## src/rtl/mem_port_arbiter_pkg.sv

```systemverilog
// Shared definitions for the two-requester memory port arbiter:
// state encoding, default bus widths and the latency counter width.
package mem_port_arbiter_pkg;

    localparam int unsigned DATA_W_DEF = 16;
    localparam int unsigned ADDR_W_DEF = 16;
    localparam int unsigned CNT_W      = 4;

    // 2'b11 is unused and recovers to IDLE.
    typedef enum logic [1:0] {
        IDLE   = 2'b00,
        ACCESS = 2'b01,
        RESP   = 2'b10
    } state_t;

endpackage

```

## src/rtl/mem_port_arbiter_if.sv

```systemverilog
// Requester handshake and memory port bundle of the arbiter.
// slave = arbiter side, master = requesters plus memory side.
interface mem_port_arbiter_if
    import mem_port_arbiter_pkg::*;
#(
    parameter int unsigned DATA_W = DATA_W_DEF,
    parameter int unsigned ADDR_W = ADDR_W_DEF
);

    logic              req0;
    logic              we0;
    logic [ADDR_W-1:0] addr0;
    logic              req1;
    logic              we1;
    logic [ADDR_W-1:0] addr1;
    logic              gnt0;
    logic              gnt1;
    logic              done0;
    logic              done1;
    logic [DATA_W-1:0] rdata;
    logic              md_sel;
    logic              mem_en;
    logic              mem_we;
    logic [ADDR_W-1:0] mem_addr;
    logic [DATA_W-1:0] mem_rdata;

    modport slave (
        input  req0, we0, addr0, req1, we1, addr1, mem_rdata,
        output gnt0, gnt1, done0, done1, rdata, md_sel, mem_en, mem_we, mem_addr
    );

    modport master (
        output req0, we0, addr0, req1, we1, addr1, mem_rdata,
        input  gnt0, gnt1, done0, done1, rdata, md_sel, mem_en, mem_we, mem_addr
    );

endinterface

```

## src/rtl/mem_port_arbiter_rr_pick2.sv

```systemverilog
// Two-way round-robin pick: a lone request wins outright, a tie goes to
// the requester that was not served last.
module rr_pick2 (
    input  logic req0,
    input  logic req1,
    input  logic last,
    output logic valid,
    output logic winner
);

    always_comb begin
        valid  = req0 | req1;
        winner = (req0 & req1) ? ~last : req1;
    end

endmodule

```

## src/rtl/mem_port_arbiter.sv

```systemverilog
// Serializes two requesters onto one memory port: IDLE -> ACCESS (MEM_LAT
// cycles) -> RESP, with registered grant, memory control and done pulse.
module mem_port_arbiter
    import mem_port_arbiter_pkg::*;
#(
    parameter int unsigned DATA_W  = DATA_W_DEF,
    parameter int unsigned ADDR_W  = ADDR_W_DEF,
    parameter int unsigned MEM_LAT = 2
) (
    input logic               CLK,
    input logic               Reset,
    mem_port_arbiter_if.slave bus
);

    state_t            state;
    logic [CNT_W-1:0]  cnt;
    logic              last;
    logic              pick_valid;
    logic              pick_win;
    logic              gnt0, gnt1, done0, done1;
    logic              md_sel, mem_en, mem_we;
    logic [ADDR_W-1:0] mem_addr;
    logic [DATA_W-1:0] rdata;

    rr_pick2 u_pick (
        .req0   (bus.req0),
        .req1   (bus.req1),
        .last   (last),
        .valid  (pick_valid),
        .winner (pick_win)
    );

    always_ff @(posedge CLK or posedge Reset) begin
        if (Reset) begin
            state    <= IDLE;
            cnt      <= '0;
            last     <= 1'b1;
            gnt0     <= 1'b0;
            gnt1     <= 1'b0;
            done0    <= 1'b0;
            done1    <= 1'b0;
            rdata    <= '0;
            md_sel   <= 1'b0;
            mem_en   <= 1'b0;
            mem_we   <= 1'b0;
            mem_addr <= '0;
        end else begin
            done0 <= 1'b0;
            done1 <= 1'b0;
            case (state)
                IDLE: begin
                    if (pick_valid) begin
                        mem_addr <= pick_win ? bus.addr1 : bus.addr0;
                        mem_we   <= pick_win ? bus.we1 : bus.we0;
                        md_sel   <= pick_win;
                        gnt0     <= ~pick_win;
                        gnt1     <= pick_win;
                        mem_en   <= 1'b1;
                        cnt      <= CNT_W'(MEM_LAT - 1);
                        last     <= pick_win;
                        state    <= ACCESS;
                    end else begin
                        mem_en <= 1'b0;
                        mem_we <= 1'b0;
                        gnt0   <= 1'b0;
                        gnt1   <= 1'b0;
                    end
                end
                ACCESS: begin
                    if (cnt == '0) begin
                        // mem_we still holds the latched direction of this access
                        if (!mem_we)
                            rdata <= bus.mem_rdata;
                        gnt0   <= 1'b0;
                        gnt1   <= 1'b0;
                        mem_en <= 1'b0;
                        mem_we <= 1'b0;
                        done0  <= ~last;
                        done1  <= last;
                        state  <= RESP;
                    end else begin
                        cnt <= cnt - 1'b1;
                    end
                end
                RESP: state <= IDLE;
                default: begin
                    gnt0   <= 1'b0;
                    gnt1   <= 1'b0;
                    mem_en <= 1'b0;
                    mem_we <= 1'b0;
                    state  <= IDLE;
                end
            endcase
        end
    end

    assign bus.gnt0     = gnt0;
    assign bus.gnt1     = gnt1;
    assign bus.done0    = done0;
    assign bus.done1    = done1;
    assign bus.rdata    = rdata;
    assign bus.md_sel   = md_sel;
    assign bus.mem_en   = mem_en;
    assign bus.mem_we   = mem_we;
    assign bus.mem_addr = mem_addr;

endmodule

```

## src/flat_wrapper.sv

```systemverilog
// flat-port wrapper written by rule: the top's interface ports become plain ports
module mem_port_arbiter_flat import mem_port_arbiter_pkg::*;
#(
    parameter int unsigned DATA_W  = DATA_W_DEF,
    parameter int unsigned ADDR_W  = ADDR_W_DEF,
    parameter int unsigned MEM_LAT = 2
)
  (CLK, Reset, bus_req0, bus_we0, bus_addr0, bus_req1, bus_we1, bus_addr1, bus_mem_rdata, bus_gnt0, bus_gnt1, bus_done0, bus_done1, bus_rdata, bus_md_sel, bus_mem_en, bus_mem_we, bus_mem_addr);
  mem_port_arbiter_if #(.DATA_W(DATA_W), .ADDR_W(ADDR_W)) bus_i ();
  input logic CLK;
  input logic Reset;
  input wire logic [$bits(bus_i.req0)-1:0] bus_req0;
  input wire logic [$bits(bus_i.we0)-1:0] bus_we0;
  input wire logic [$bits(bus_i.addr0)-1:0] bus_addr0;
  input wire logic [$bits(bus_i.req1)-1:0] bus_req1;
  input wire logic [$bits(bus_i.we1)-1:0] bus_we1;
  input wire logic [$bits(bus_i.addr1)-1:0] bus_addr1;
  input wire logic [$bits(bus_i.mem_rdata)-1:0] bus_mem_rdata;
  output wire logic [$bits(bus_i.gnt0)-1:0] bus_gnt0;
  output wire logic [$bits(bus_i.gnt1)-1:0] bus_gnt1;
  output wire logic [$bits(bus_i.done0)-1:0] bus_done0;
  output wire logic [$bits(bus_i.done1)-1:0] bus_done1;
  output wire logic [$bits(bus_i.rdata)-1:0] bus_rdata;
  output wire logic [$bits(bus_i.md_sel)-1:0] bus_md_sel;
  output wire logic [$bits(bus_i.mem_en)-1:0] bus_mem_en;
  output wire logic [$bits(bus_i.mem_we)-1:0] bus_mem_we;
  output wire logic [$bits(bus_i.mem_addr)-1:0] bus_mem_addr;
  assign bus_i.req0 = bus_req0;
  assign bus_i.we0 = bus_we0;
  assign bus_i.addr0 = bus_addr0;
  assign bus_i.req1 = bus_req1;
  assign bus_i.we1 = bus_we1;
  assign bus_i.addr1 = bus_addr1;
  assign bus_i.mem_rdata = bus_mem_rdata;
  assign bus_gnt0 = bus_i.gnt0;
  assign bus_gnt1 = bus_i.gnt1;
  assign bus_done0 = bus_i.done0;
  assign bus_done1 = bus_i.done1;
  assign bus_rdata = bus_i.rdata;
  assign bus_md_sel = bus_i.md_sel;
  assign bus_mem_en = bus_i.mem_en;
  assign bus_mem_we = bus_i.mem_we;
  assign bus_mem_addr = bus_i.mem_addr;
  mem_port_arbiter #(.DATA_W(DATA_W), .ADDR_W(ADDR_W), .MEM_LAT(MEM_LAT)) u_core (.CLK(CLK), .Reset(Reset), .bus(bus_i));
endmodule
```

## config.mk

```make
export PLATFORM = sky130hd
export DESIGN_NAME = mem_port_arbiter_flat
export DESIGN_NICKNAME = d
export VERILOG_FILES = /design/src/rtl/mem_port_arbiter_pkg.sv /design/src/rtl/mem_port_arbiter_if.sv /design/src/rtl/mem_port_arbiter_rr_pick2.sv /design/src/rtl/mem_port_arbiter.sv /design/src/flat_wrapper.sv
export SDC_FILE = /design/constraint.sdc
export NUM_CORES = 1
export LEC_CHECK = 0
export ABC_AREA = 1
export CAP_MARGIN = 5
export CORE_ASPECT_RATIO = 0.9
export CORE_MARGIN = 5
export CORE_UTILIZATION = 44
export CTS_CLUSTER_DIAMETER = 50
export DETAILED_ROUTE_END_ITERATION = 10
export GPL_ROUTABILITY_DRIVEN = 0
export PLACE_DENSITY_LB_ADDON = 0.1
export RECOVER_POWER = 100
export SETUP_SLACK_MARGIN = 0.5
export SYNTH_ARGS = -nofsm -noshare
export SYNTH_HDL_FRONTEND = slang
export SYNTH_HIERARCHICAL = 1
export SYNTH_SLANG_ARGS = --single-unit
```

## constraint.sdc

```tcl
create_clock -name CLK -period 4.4 [get_ports CLK]
set_clock_uncertainty 0.15 [all_clocks]
set_input_delay 0.44 -clock CLK [delete_from_list [all_inputs] [get_ports CLK]]
set_output_delay 0.44 -clock CLK [all_outputs]
set_load 0.02 [all_outputs]
```

## Word level (Yosys, flattened, before mapping)

Index checks and enable logic that the tools add are counted.

- Flip-flop bits (word level): 46
- Output and inout bits: 39
- Input port bits: 54

- Reductions and logical operators: 8
- $add $sub $neg: 1
- Mux-type cells: 22
- Bitwise operators: 6
- Equal/unequal tests: 5

Operators with widths:

| operator | number |
|---|---|
| 16-bit two-way mux | 1 |
| 1-bit one-hot mux with 3 select lines | 4 |
| 1-bit two-way mux | 11 |
| 4-bit two-way mux | 2 |
| 4-bit one-hot mux with 2 select lines | 1 |
| 2-bit AND reduction | 3 |
| 3-bit AND reduction | 2 |
| 4-bit zero test | 1 |
| 2-bit two-way mux | 2 |
| 2-bit by 1-bit inequality test with 1-bit output, second input constant | 2 |
| 1-bit NOT | 4 |
| 2-bit one-hot mux with 2 select lines | 1 |
| 4-bit by 1-bit subtractor with 4-bit output, second input constant | 1 |
| 2-bit by 1-bit equality test with 1-bit output, second input constant | 1 |
| 2-bit equality test, second input constant | 1 |
| 2-bit zero test | 1 |
| 2-bit inequality test, second input constant | 1 |
| 2-bit nonzero test | 1 |
| 1-bit bitwise AND | 1 |
| 1-bit bitwise OR | 1 |

## Longest topological paths before layout

Gate-level depths: netlist of the first run.

- Depth after elaboration: 5
- Gate-level depth with buffers: 8

## By module

The synthesis of the first run kept the hierarchy.

By module, submodules not included:

| module | seq. area each (µm²) | instances | cells an instance | area each (µm²) |
|---|---|---|---|---|
| mem_port_arbiter | 1152.4 | 1 | 223 | 1958.1 |
| rr_pick2 | 0.0 | 1 | 3 | 15.0 |

## Worst setup path before layout of the first run

OpenSTA, ideal clock, no wires.

- Kind: register to register
- Start point: register u_core.cnt[0]
- End point: register u_core.rdata[15], in the netlist u_core/bus.rdata[15]
- Stages on the path, launching flop included: 9
- Slack: 2910 ps
- Data arrival time: 1223 ps
- Data required time: 4132 ps
- Clock period less this slack: 1490 ps
- Cells stage by stage: dfrtp_1 > inv_1 > ha_1 > nand2_2 > nor2_8 > nand2_4 > buf_6 > nand2_1 > nand2_1

- Word-level cells in the longest chain between the ends: 2

RTL lines:

| what | line | RTL |
|---|---|---|
| start: declaration | mem_port_arbiter.sv:16 | `logic [CNT_W-1:0] cnt;` |
| start signal: assignment | mem_port_arbiter.sv:59 | `cnt <= CNT_W'(MEM_LAT - 1);` |
| start signal: assignment | mem_port_arbiter.sv:82 | `cnt <= cnt - 1'b1;` |
| 4-bit zero test | mem_port_arbiter.sv:70 | `if (cnt == '0) begin` |
| 3-bit AND reduction (no source line) | - |  |
| end signal: assignment | mem_port_arbiter.sv:73 | `rdata <= bus.mem_rdata;` |
| end: declaration | mem_port_arbiter.sv:23 | `logic [DATA_W-1:0] rdata;` |

No other way between the ends.
A chain may end at the register's enable or synchronous reset.

## Worst setup path in the final report of the first run

- Start point: register u_core.cnt[0]
- End point: register u_core.rdata[10], in the netlist u_core/bus.rdata[10]

Same word-level chain as after synthesis.

==> metrics, run 1 <==
status finished, violations left; failing checks max-capacitance violations, max-slew violations; first-pass GRT wire length 7.77 mm; Mean Syn Cell Area 8.73 um2; Min Clock Period, post-route 2.57 ns; Seq/Total Area, Yosys 0.584; GRT overflow 0; core footprint 0.00440 mm2; CTS sink cnt 46; LEAKAGE 1.41 nW; Cell Chain, Critical Path inv_1 -> ha_1 -> nand2_1 -> nor2_1 -> nand2_4 -> nand2_1 -> nand2_1; Clock Path Buffers 2; Placed Instances 373; endpoints failing setup 0; CP Capture Type flip-flop; Bufs and invs on worst path 1; Post-CTS Hold Fix Bufs 0; Post-CTS Setup Bufs 0; number of global-route vias before repair 1,742; measured slew at the worst slew-check pin 1.69 ns; Syn Inst Count 226; Initial Util 0.448; initial drt markers 93; Hold Crit Class reg -> reg; Boundary Pins 93; Largest delay share family, worst path simple AND/OR/NAND/NOR gates; Critical Path RT 4.43 ns; antenna viol nets, final 0; post-cts sizing count 0; Post-Layout Cell Count 381; CTS buffer count 5; Post-Syn Area 0.00197 mm2; # port buffers 92; pin count of the biggest net entering global routing 47; Worst EP arrival 2.60 ns; Yosys Warn Count 6; Remaining DRCs 0; P&R area growth vs syn 51.4%; # nets final 373; Max Freq 389 MHz; # rows 23; Synth cell types 24; CTS tree yes; Skew-Pair Late Insertion Delay 0.29 ns; RSZ-0062 raised after global routing false; Hold WS 0.319 ns; die width 80.6 um; Avg Vias per Cell 4.65; post-DP HPWL 3.50 mm; CP max stage cell nor2_1; antenna diode count 0; critical path class reg -> reg; layout cells sized above 1 0.0376; CP most frequent cell nand2_1; cell area power density 683 mW/mm2; CP max FO 19; routed wire length per instance 12.5 um; Tot GR Track Use 0.170; Via Count 1,773; initial antenna violation count 0; Max Slew Vio Count 47; #FFs+latches synth 46; Post-Syn Nets 281; die area 0.00593 mm2; setup TNS 0 ns; crit share post-route 0.584; maximum VDD drop 0.370 mV; Worst path max stage delay 0.99 ns; clk root buf clkbuf_8; drt pass-1 iters 4; Max Cap Viol 1; Slew headroom -0.131; startpoint types flip-flop; final hold vios 0; clk slew on worst S/H paths 0.08 ns; Die Y-Extent 73.5 um; total wire length 4.76 mm; CTS H-Tree Depth 2
==> worst paths after layout <==
| kind | start | depth (start not counted) | slack [ns] | endpoint |
|---|---|---|---|---|
| worst max register to register | u_core/cnt[0] | 7 | 1.83 | u_core/bus.rdata[10] |
| worst min-delay path | u_core/bus.rdata[3] | 2 | 0.32 | u_core/bus.rdata[3] |
| worst min register to register | u_core/bus.rdata[3] | 2 | 0.32 | u_core/bus.rdata[3] |
| min in group asynchronous | Reset | 2 | 0.97 | u_core/bus.mem_addr[4] |
| max in group asynchronous | Reset | 2 | 2.15 | u_core/bus.rdata[11] |
| worst max-delay path | u_core/cnt[0] | 7 | 1.83 | u_core/bus.rdata[10] |
==> worst reg2reg max path, stage by stage (launching register included) <==
cell and delay [ns]:
dfrtp_1 0.39, inv_1 0.10, ha_1 0.20, nand2_1 0.11
nor2_1 0.99, nand2_4 0.31, nand2_1 0.15, nand2_1 0.06
==> power by group <==
part	leakage, nW	switching [mW]	internal (mW)
logic	0.810	0.633	0.420
clock network	0.0482	0.133	0.127
registers	0.556	0.0980	0.631
total	1.41	0.864	1.18
==> state kept, by name (all words and copies together) (netlist names) <==
name	flops
u_core/bus.mem_addr	16
u_core/bus.rdata	16
u_core/cnt	4
u_core/state	2
u_core/bus.done0	1
u_core/bus.done1	1
u_core/bus.gnt0	1
u_core/bus.gnt1	1
u_core/bus.md_sel	1
u_core/bus.mem_en	1
u_core/bus.mem_we	1
u_core/last	1
==> per-stage QoR <==
step | total power [mW] | area [um2] | worst slack [ns] | utilization
after global routing | 2.21 | 2990 | 1.54 | 0.679
final | 2.04 | 2990 | 1.83 | 0.679
after floorplan | 1.42 | 1970 | 2.72 | -
after global placement | 1.88 | 2930 | 2.19 | 0.665
after CTS | 2.17 | 3020 | 2.44 | 0.685
after detailed placement | 1.91 | 2930 | 2.13 | 0.665
==> synth_stat cells <==
cell | instances | share of area
inv_1 | 11 | 0.021
nand2_4 | 1 | 0.0057
clkbuf_1 | 2 | 0.0038
buf_2 | 3 | 0.0076
buf_4 | 1 | 0.0038
o22ai_1 | 1 | 0.0032
o21ai_0 | 2 | 0.0051
nand2_2 | 5 | 0.016
nor2_1 | 21 | 0.040
buf_6 | 2 | 0.011
dfstp_2 | 1 | 0.013
nand2_1 | 83 | 0.16
a21oi_1 | 3 | 0.0076
nor2_8 | 1 | 0.010
or2_1 | 1 | 0.0032
nand3_1 | 22 | 0.056
inv_2 | 2 | 0.0038
a31oi_1 | 12 | 0.038
dfrtp_1 | 45 | 0.57
o21ai_1 | 3 | 0.0076
nor2_2 | 1 | 0.0032
ha_1 | 1 | 0.0063
clkinv_1 | 1 | 0.0019
nand4_1 | 1 | 0.0032
==> routing by layer <==
layer  share of wire  wire length [um]  global-route usage  vias up
met5               0                 0                   0        -
met4           0.012                55              0.0507        0
met3            0.11               509              0.0711        6
met2            0.42              2000               0.251       76
met1            0.46              2190               0.228      780
li1                -                 -                   -      911
==> cells by family after synthesis <==
| group | synth area share |
|---|---|
| compound gates | 0.0615 |
| fa+ha+maj | 0.00634 |
| buf+inv | 0.0533 |
| flops | 0.584 |
| simple gates | 0.295 |
==> layout make-up <==
class	count	area (um2)
Fill cell	371	1420
Sequential cell	46	1150
Timing Repair Buffer	93	925
Multi-Input combinational cell	158	689
Clock buffer	7	86.3
Tap cell	62	77.6
Inverter	14	52.6
Clock inverter	1	5.00
==> cell usage in the layout (no fill, tap or decap) <==
master	instances
o22ai_1	1
or2_1	1
nand2_1	87
nand2_4	1
a31oi_1	12
nand4_1	1
inv_2	1
nor2_2	1
a21oi_1	3
dfrtp_1	45
dlygate4sd3_1	41
clkdlybuf4s50_1	51
clkbuf_8	6
clkbuf_1	2
nor2_1	22
ha_1	1
clkinv_2	1
dfstp_2	1
clkinv_1	1
inv_1	12
nand2_2	1
nand3_1	22
o21ai_0	5
(Power assumes the default switching activity.)
==> run 2, diff against run 1 <==
--- a/config.mk
+++ b/config.mk
@@ -9,7 +9,7 @@
 export CAP_MARGIN = 5
 export CORE_ASPECT_RATIO = 0.9
 export CORE_MARGIN = 5
-export CORE_UTILIZATION = 44
+export CORE_UTILIZATION = 37
 export CTS_CLUSTER_DIAMETER = 50
 export DETAILED_ROUTE_END_ITERATION = 10
 export GPL_ROUTABILITY_DRIVEN = 0
==> constraint.sdc (replaced) <==
create_clock -name CLK -period 2.25 [get_ports CLK]
set_clock_uncertainty 0.15 [all_clocks]
set_input_delay 0.225 -clock CLK [delete_from_list [all_inputs] [get_ports CLK]]
set_output_delay 0.225 -clock CLK [all_outputs]
set_load 0.02 [all_outputs]
==> metrics, run 2 (synthesized netlist as in run 1, its figures left out) <==
Remaining DRCs 0 (unchanged); initial antenna violation count 0 (unchanged); Multi-input gate area 692 um2 (was 689 um2); layout cells sized above 1 0.0646 (was 0.0376); Tot GR Track Use 0.150 (was 0.170); Post-Layout Cell Count 392 (was 381); CTS H-Tree Depth 2 (unchanged); measured slew at the worst slew-check pin 0.797 ns (was 1.69 ns); crit share post-route 0.807; Die Y-Extent 79.3 um (was 73.5 um); Internal Pwr Total 2.57 mW (was 1.18 mW); Comb power frac 0.496 (was 0.516); GRT overflow 0 (unchanged); status finished, final reports clean (was finished, violations left); Critical Path RT 2.23 ns (was 4.43 ns); LEAKAGE 1.47 nW (was 1.41 nW); antenna viol nets, final 0 (unchanged); die area 0.00690 mm2 (was 0.00593 mm2); CP Capture Type flip-flop (unchanged); maximum VDD drop 0.563 mV (was 0.370 mV); # nets final 379 (was 373); pin count of the biggest net entering global routing 28 (was 47); Placed Instances 381 (was 373); cell area power density 1380 mW/mm2 (was 683 mW/mm2); Boundary Pins 93 (unchanged); core footprint 0.00522 mm2 (was 0.00440 mm2); # port buffers 92 (unchanged); fin worst setup slack 0.434 ns (was 1.83 ns); Worst EP arrival 1.80 ns (was 2.60 ns); most common cell after layout, fill and taps aside nand2_1 (unchanged); P&R area growth vs syn 57.6% (was 51.4%); die width 87.0 um (was 80.6 um); Initial Util 0.378 (was 0.448); CTS buffer count 5 (unchanged); critical path class in -> reg (was reg -> reg); CP max stage cell dlygate4sd3_1 (was nor2_1); CTS tree yes (unchanged); antenna diode count 0 (unchanged); design area 0.00311 mm2 (was 0.00299 mm2); post-DP HPWL 3.75 mm (was 3.50 mm); Clock Path Buffers 2 (unchanged); Largest delay share family, worst path buffers and inverters (was simple AND/OR/NAND/NOR gates); Worst path max stage delay 0.55 ns (was 0.99 ns); number of global-route vias before repair 1,762 (was 1,742); Max Slew Vio Count 0 (was 47); CTS sink cnt 46 (unchanged); Slew headroom 0.468 (was -0.131); clk slew on worst S/H paths 0.08 ns (about the same); Clk pwr share 0.171 (was 0.127); startpoint types input pin (was flip-flop); drt pass-1 iters 4 (unchanged); Sequential Power Share 0.333 (was 0.357); Min Clock Period, post-route 1.82 ns; routed wire length per instance 12.9 um (was 12.5 um); final hold vios 0 (unchanged); clk root buf clkbuf_8 (unchanged); Switching Fraction 0.401 (was 0.423); Hold Crit Class reg -> reg (unchanged); CP max FO 24 (was 19); setup TNS 0 ns (unchanged); Final Power 4.29 mW (was 2.04 mW); Bufs and invs on worst path 2 (was 1); Fill cells 491 (was 371); Reg area 0.00115 mm2 (unchanged); endpoints failing setup 0 (unchanged); Max Freq 551 MHz; placed cell area 0.00297 mm2 (was 0.00293 mm2); Hold WS 0.319 ns (about the same); worst slack, placed 0.423 ns (was 2.13 ns); Final Util 0.595 (was 0.679); most frequent cells in the layout nand2_1, clkdlybuf4s50_1, dfrtp_1 (unchanged); initial drt markers 64 (was 93); first-pass GRT wire length 8.27 mm (was 7.77 mm); Max Cap Viol 0 (was 1); Largest regs u_core/bus.mem_addr: 16 flops, u_core/bus.rdata: 16 flops, u_core/cnt: 4 flops (unchanged); Cell Chain, Critical Path dlygate4sd3_1 -> or2_1 -> nand2_1 -> inv_1 -> nor2_1 -> a31oi_1 (was inv_1 -> ha_1 -> nand2_1 -> nor2_1 -> nand2_4 -> nand2_1 -> nand2_1); Skew-Pair Late Insertion Delay 0.29 ns (about the same); Via Count 1,818 (was 1,773); # rows 25 (was 23); switching power 1.72 mW (was 0.864 mW); total wire length 5.07 mm (was 4.76 mm); RSZ-0062 raised after global routing true (was false); Avg Vias per Cell 4.64 (was 4.65)
-- run 2: cell count changes in the layout (fill, tap and decap cells not counted) --
cell / change
buf_12: +1
buf_4: +5
bufinv_16: +2
clkbuf_1: -1
clkinv_1: -1
clkinv_2: -1
clkinvlp_4: +1
nand2_1: -1
nand2_2: +1
-- run 2: cell type report --
| cell class | count | area share |
|---|---|---|
| inverter | 14 | 0.0181 |
| multi-input combinational | 158 | 0.223 |
| tap | 67 | 0.0270 |
| clock buffer | 6 | 0.0266 |
| clock inverter | 2 | 0.0193 |
| sequential | 46 | 0.371 |
| timing repair buffer | 99 | 0.316 |
-- run 2: tightest hold or removal path: stages (launching register included) --
cell	delay [ns]
dfrtp_1	0.34
nand2_1	0.05
nand2_1	0.05
-- run 2: timing repair --
action                     in CTS  in global routing
setup endpoints to repair       1                 14
hold buffers                    0                  0
buffers inserted                3                  0
gates resized for setup         0                  2
pin swaps                       1                  0
-- run 2: worst paths after layout --
| check | from | endpoint | slack, ns | depth (start not counted) |
|---|---|---|---|---|
| max in group asynchronous | Reset | u_core/last | 0.90 | 3 |
| min reg2reg | u_core/bus.rdata[5] | u_core/bus.rdata[5] | 0.32 | 2 |
| max | bus_req1 | u_core/bus.mem_addr[7] | 0.43 | 6 |
| min in group asynchronous | Reset | u_core/bus.rdata[4] | 0.36 | 2 |
| max reg2reg | u_core/cnt[0] | u_core/bus.rdata[14] | 0.44 | 7 |
| min | u_core/bus.rdata[5] | u_core/bus.rdata[5] | 0.32 | 2 |
-- run 2: power groups by stage --
stage	clock network, mW	logic (mW)	registers (mW)
final	0.736	2.13	1.43
after CTS	0.760	2.35	1.44
after floorplan	0	0.928	1.86
after global routing	0.792	2.35	1.49
after global placement	0	2.28	1.45
after detailed placement	0	2.31	1.45
-- run 2: per-layer routing --
metal / vias up / wire (um) / global-route usage
met5: - / 0 / 0
met4: 0 / 48 / 0.0421
met3: 5 / 523 / 0.0467
met2: 71 / 2310 / 0.242
met1: 826 / 2190 / 0.194
li1: 916 / - / -
==> run 3, diff against run 2 <==
==> constraint.sdc (replaced) <==
create_clock -name CLK -period 1.5 [get_ports CLK]
set_clock_uncertainty 0.15 [all_clocks]
set_input_delay 0.15 -clock CLK [delete_from_list [all_inputs] [get_ports CLK]]
set_output_delay 0.15 -clock CLK [all_outputs]
set_load 0.02 [all_outputs]
==> metrics, run 3 (synthesized netlist as in run 1, its figures left out) <==
Worst EP arrival 1.44 ns (was 1.80 ns); Slew headroom 0.576 (was 0.468); Worst path max stage delay 0.40 ns (was 0.55 ns); Remaining DRCs 0 (unchanged); measured slew at the worst slew-check pin 0.636 ns (was 0.797 ns); CTS buffer count 5 (unchanged); clk root buf clkbuf_8 (unchanged); Largest regs u_core/bus.mem_addr: 16 flops, u_core/bus.rdata: 16 flops, u_core/cnt: 4 flops (unchanged); CP Capture Type flip-flop (unchanged); maximum VDD drop 0.997 mV (was 0.563 mV); Tot GR Track Use 0.169 (was 0.150); crit share post-route 0.943; Max Cap Viol 0 (unchanged); final hold vios 0 (unchanged); Max Freq 707 MHz; Min Clock Period, post-route 1.41 ns; clk slew on worst S/H paths 0.08 ns (about the same); fin worst setup slack 0.0861 ns (was 0.434 ns); # rows 25 (unchanged); Boundary Pins 93 (unchanged); initial antenna violation count 0 (unchanged); endpoints failing setup 0 (unchanged); r2r endpoint u_core/bus.mem_addr[4] (was u_core/bus.rdata[14]); first-pass GRT wire length 9.27 mm (was 8.27 mm); HP Start bus_req1 (was u_core/bus.rdata[5]); worst reg-to-reg setup slack 0.09 ns (was 0.44 ns); # port buffers 92 (unchanged); Avg Vias per Cell 4.67 (was 4.64); Post-CTS Hold Fix Bufs 0 (unchanged); Post-Layout Cell Count 429 (was 392); die area 0.00690 mm2 (unchanged); Cell Chain, Critical Path a21oi_4 -> clkinv_4 -> clkbuf_4 -> nand2_2 -> a31oi_1 (was dlygate4sd3_1 -> or2_1 -> nand2_1 -> inv_1 -> nor2_1 -> a31oi_1); Via Count 2,005 (was 1,818); LEAKAGE 1.56 nW (was 1.47 nW); core footprint 0.00522 mm2 (unchanged); post-DP HPWL 3.81 mm (was 3.75 mm); Fill cells 460 (was 491); Placed Instances 386 (was 381); Worst Hold End u_core/bus.md_sel (was u_core/bus.rdata[5]); reg2reg start u_core/last (was u_core/cnt[0]); drt pass-1 iters 4 (unchanged); startpoint types flip-flop (was input pin); status finished, final reports clean (unchanged); Critical Path RT 1.53 ns (was 2.23 ns); GRT overflow 0 (unchanged); CP max stage cell dfstp_2 (was dlygate4sd3_1); Skew-Pair Late Insertion Delay 0.29 ns (about the same); Initial Util 0.378 (unchanged); most common cell after layout, fill and taps aside nand2_1 (unchanged); Hold Crit Class in -> reg (was reg -> reg); cell depth of the worst flop-to-flop path 5 (was 7); number of global-route vias before repair 2,007 (was 1,762); pin count of the biggest net entering global routing 47 (was 28); P&R area growth vs syn 67.6% (was 57.6%); RSZ-0062 raised after global routing true (unchanged); CTS sink cnt 46 (unchanged); Clock Path Buffers 2 (unchanged); cell area power density 2100 mW/mm2 (was 1380 mW/mm2); CTS tree yes (unchanged); total wire length 5.86 mm (was 5.07 mm); initial drt markers 86 (was 64); Die Y-Extent 79.3 um (unchanged); layout cells sized above 1 0.238 (was 0.0646); antenna diode count 0 (unchanged); WHS Path Cells 7 (was 2); critical path class reg -> reg (was in -> reg); worst slack, placed -0.130 ns (was 0.423 ns); Hold WS 0.241 ns (was 0.319 ns); routed wire length per instance 13.7 um (was 12.9 um); # nets final 416 (was 379); Max Slew Vio Count 0 (unchanged); CTS H-Tree Depth 2 (unchanged); antenna viol nets, final 0 (unchanged); most frequent cells in the layout nand2_1, clkdlybuf4s50_1, dfrtp_1 (unchanged); CP max FO 5 (was 24); die width 87.0 um (unchanged)
==> run 3: changes by cell type in the layout (fill, tap and decap cells not counted), sizes merged <==
cell	previous run	this run
dlygate4sd2	0	2
dlymetal6s2s	0	1
dlygate4sd3	41	1
clkinv	0	2
clkdlybuf4s50	51	50
buf	6	40
inv	13	11
clkbuf	7	50
bufinv	2	0
==> run 3: critical path: cells and delay by family, from the launching register on <==
family                 cells  cell delay (ns)
DFF                        1             0.40
buffers and inverters      2             0.34
AOI/OAI and AO/OA          2             0.35
and+or+nand+nor            1             0.07
==> run 3: worst max-delay path by stage <==
stage | start | end
6_report | u_core/last | u_core/bus.mem_addr[4]
5_1_grt | u_core/last | u_core/bus.mem_addr[7]
4_1_cts | u_core/bus.mem_we | bus_mem_we
3_5_place_dp | bus_req0 | u_core/bus.mem_addr[12]
3_3_place_gp | bus_req0 | u_core/bus.mem_we
2_1_floorplan | u_core/cnt[0] | u_core/bus.rdata[0]
==> run 3: final cells by class <==
cell class	instances	area [um2]	share of cell area
Clock buffer	8	90.1	0.0272
Inverter	14	62.6	0.0189
Multi-Input combinational cell	158	850	0.257
Sequential cell	46	1150	0.348
Tap cell	67	83.8	0.0253
Timing Repair Buffer	136	1070	0.323
==> run 3: what timing repair did <==
action	in CTS	in global routing
gates resized for setup	247	28
pin swaps	17	17
cloned	1	1
setup buffers	14	19
endpoints found under the setup margin	85	85
==> run 3: layer usage <==
layer  share of wire  global-route usage  vias to the layer above
met5               0                   0                        -
met4          0.0068              0.0327                        0
met2            0.51               0.288                       69
li1                -                   -                      992
met3           0.081              0.0477                        6
met1            0.40               0.214                      938
==> run 3: power breakdown <==
group | leakage [nW] | internal [mW] | switching (mW)
Sequential | 0.556 | 1.85 | 0.344
Clock | 0.0455 | 0.376 | 0.400
Combinational | 0.956 | 1.68 | 2.30
==> run 3: stage by stage <==
| stage | power, mW | instance area, um2 | utilization | TNS, ns |
|---|---|---|---|---|
| final | 6.95 | 3310 | 0.633 | 0 |
| after global routing | 7.52 | 3310 | 0.633 | 0 |
| after global placement | 5.85 | 3070 | 0.588 | -1.49 |
| after detailed placement | 5.91 | 3070 | 0.588 | -2.02 |
| after CTS | 7.33 | 3390 | 0.648 | 0 |
| after floorplan | 4.36 | 2050 | - | 0 |
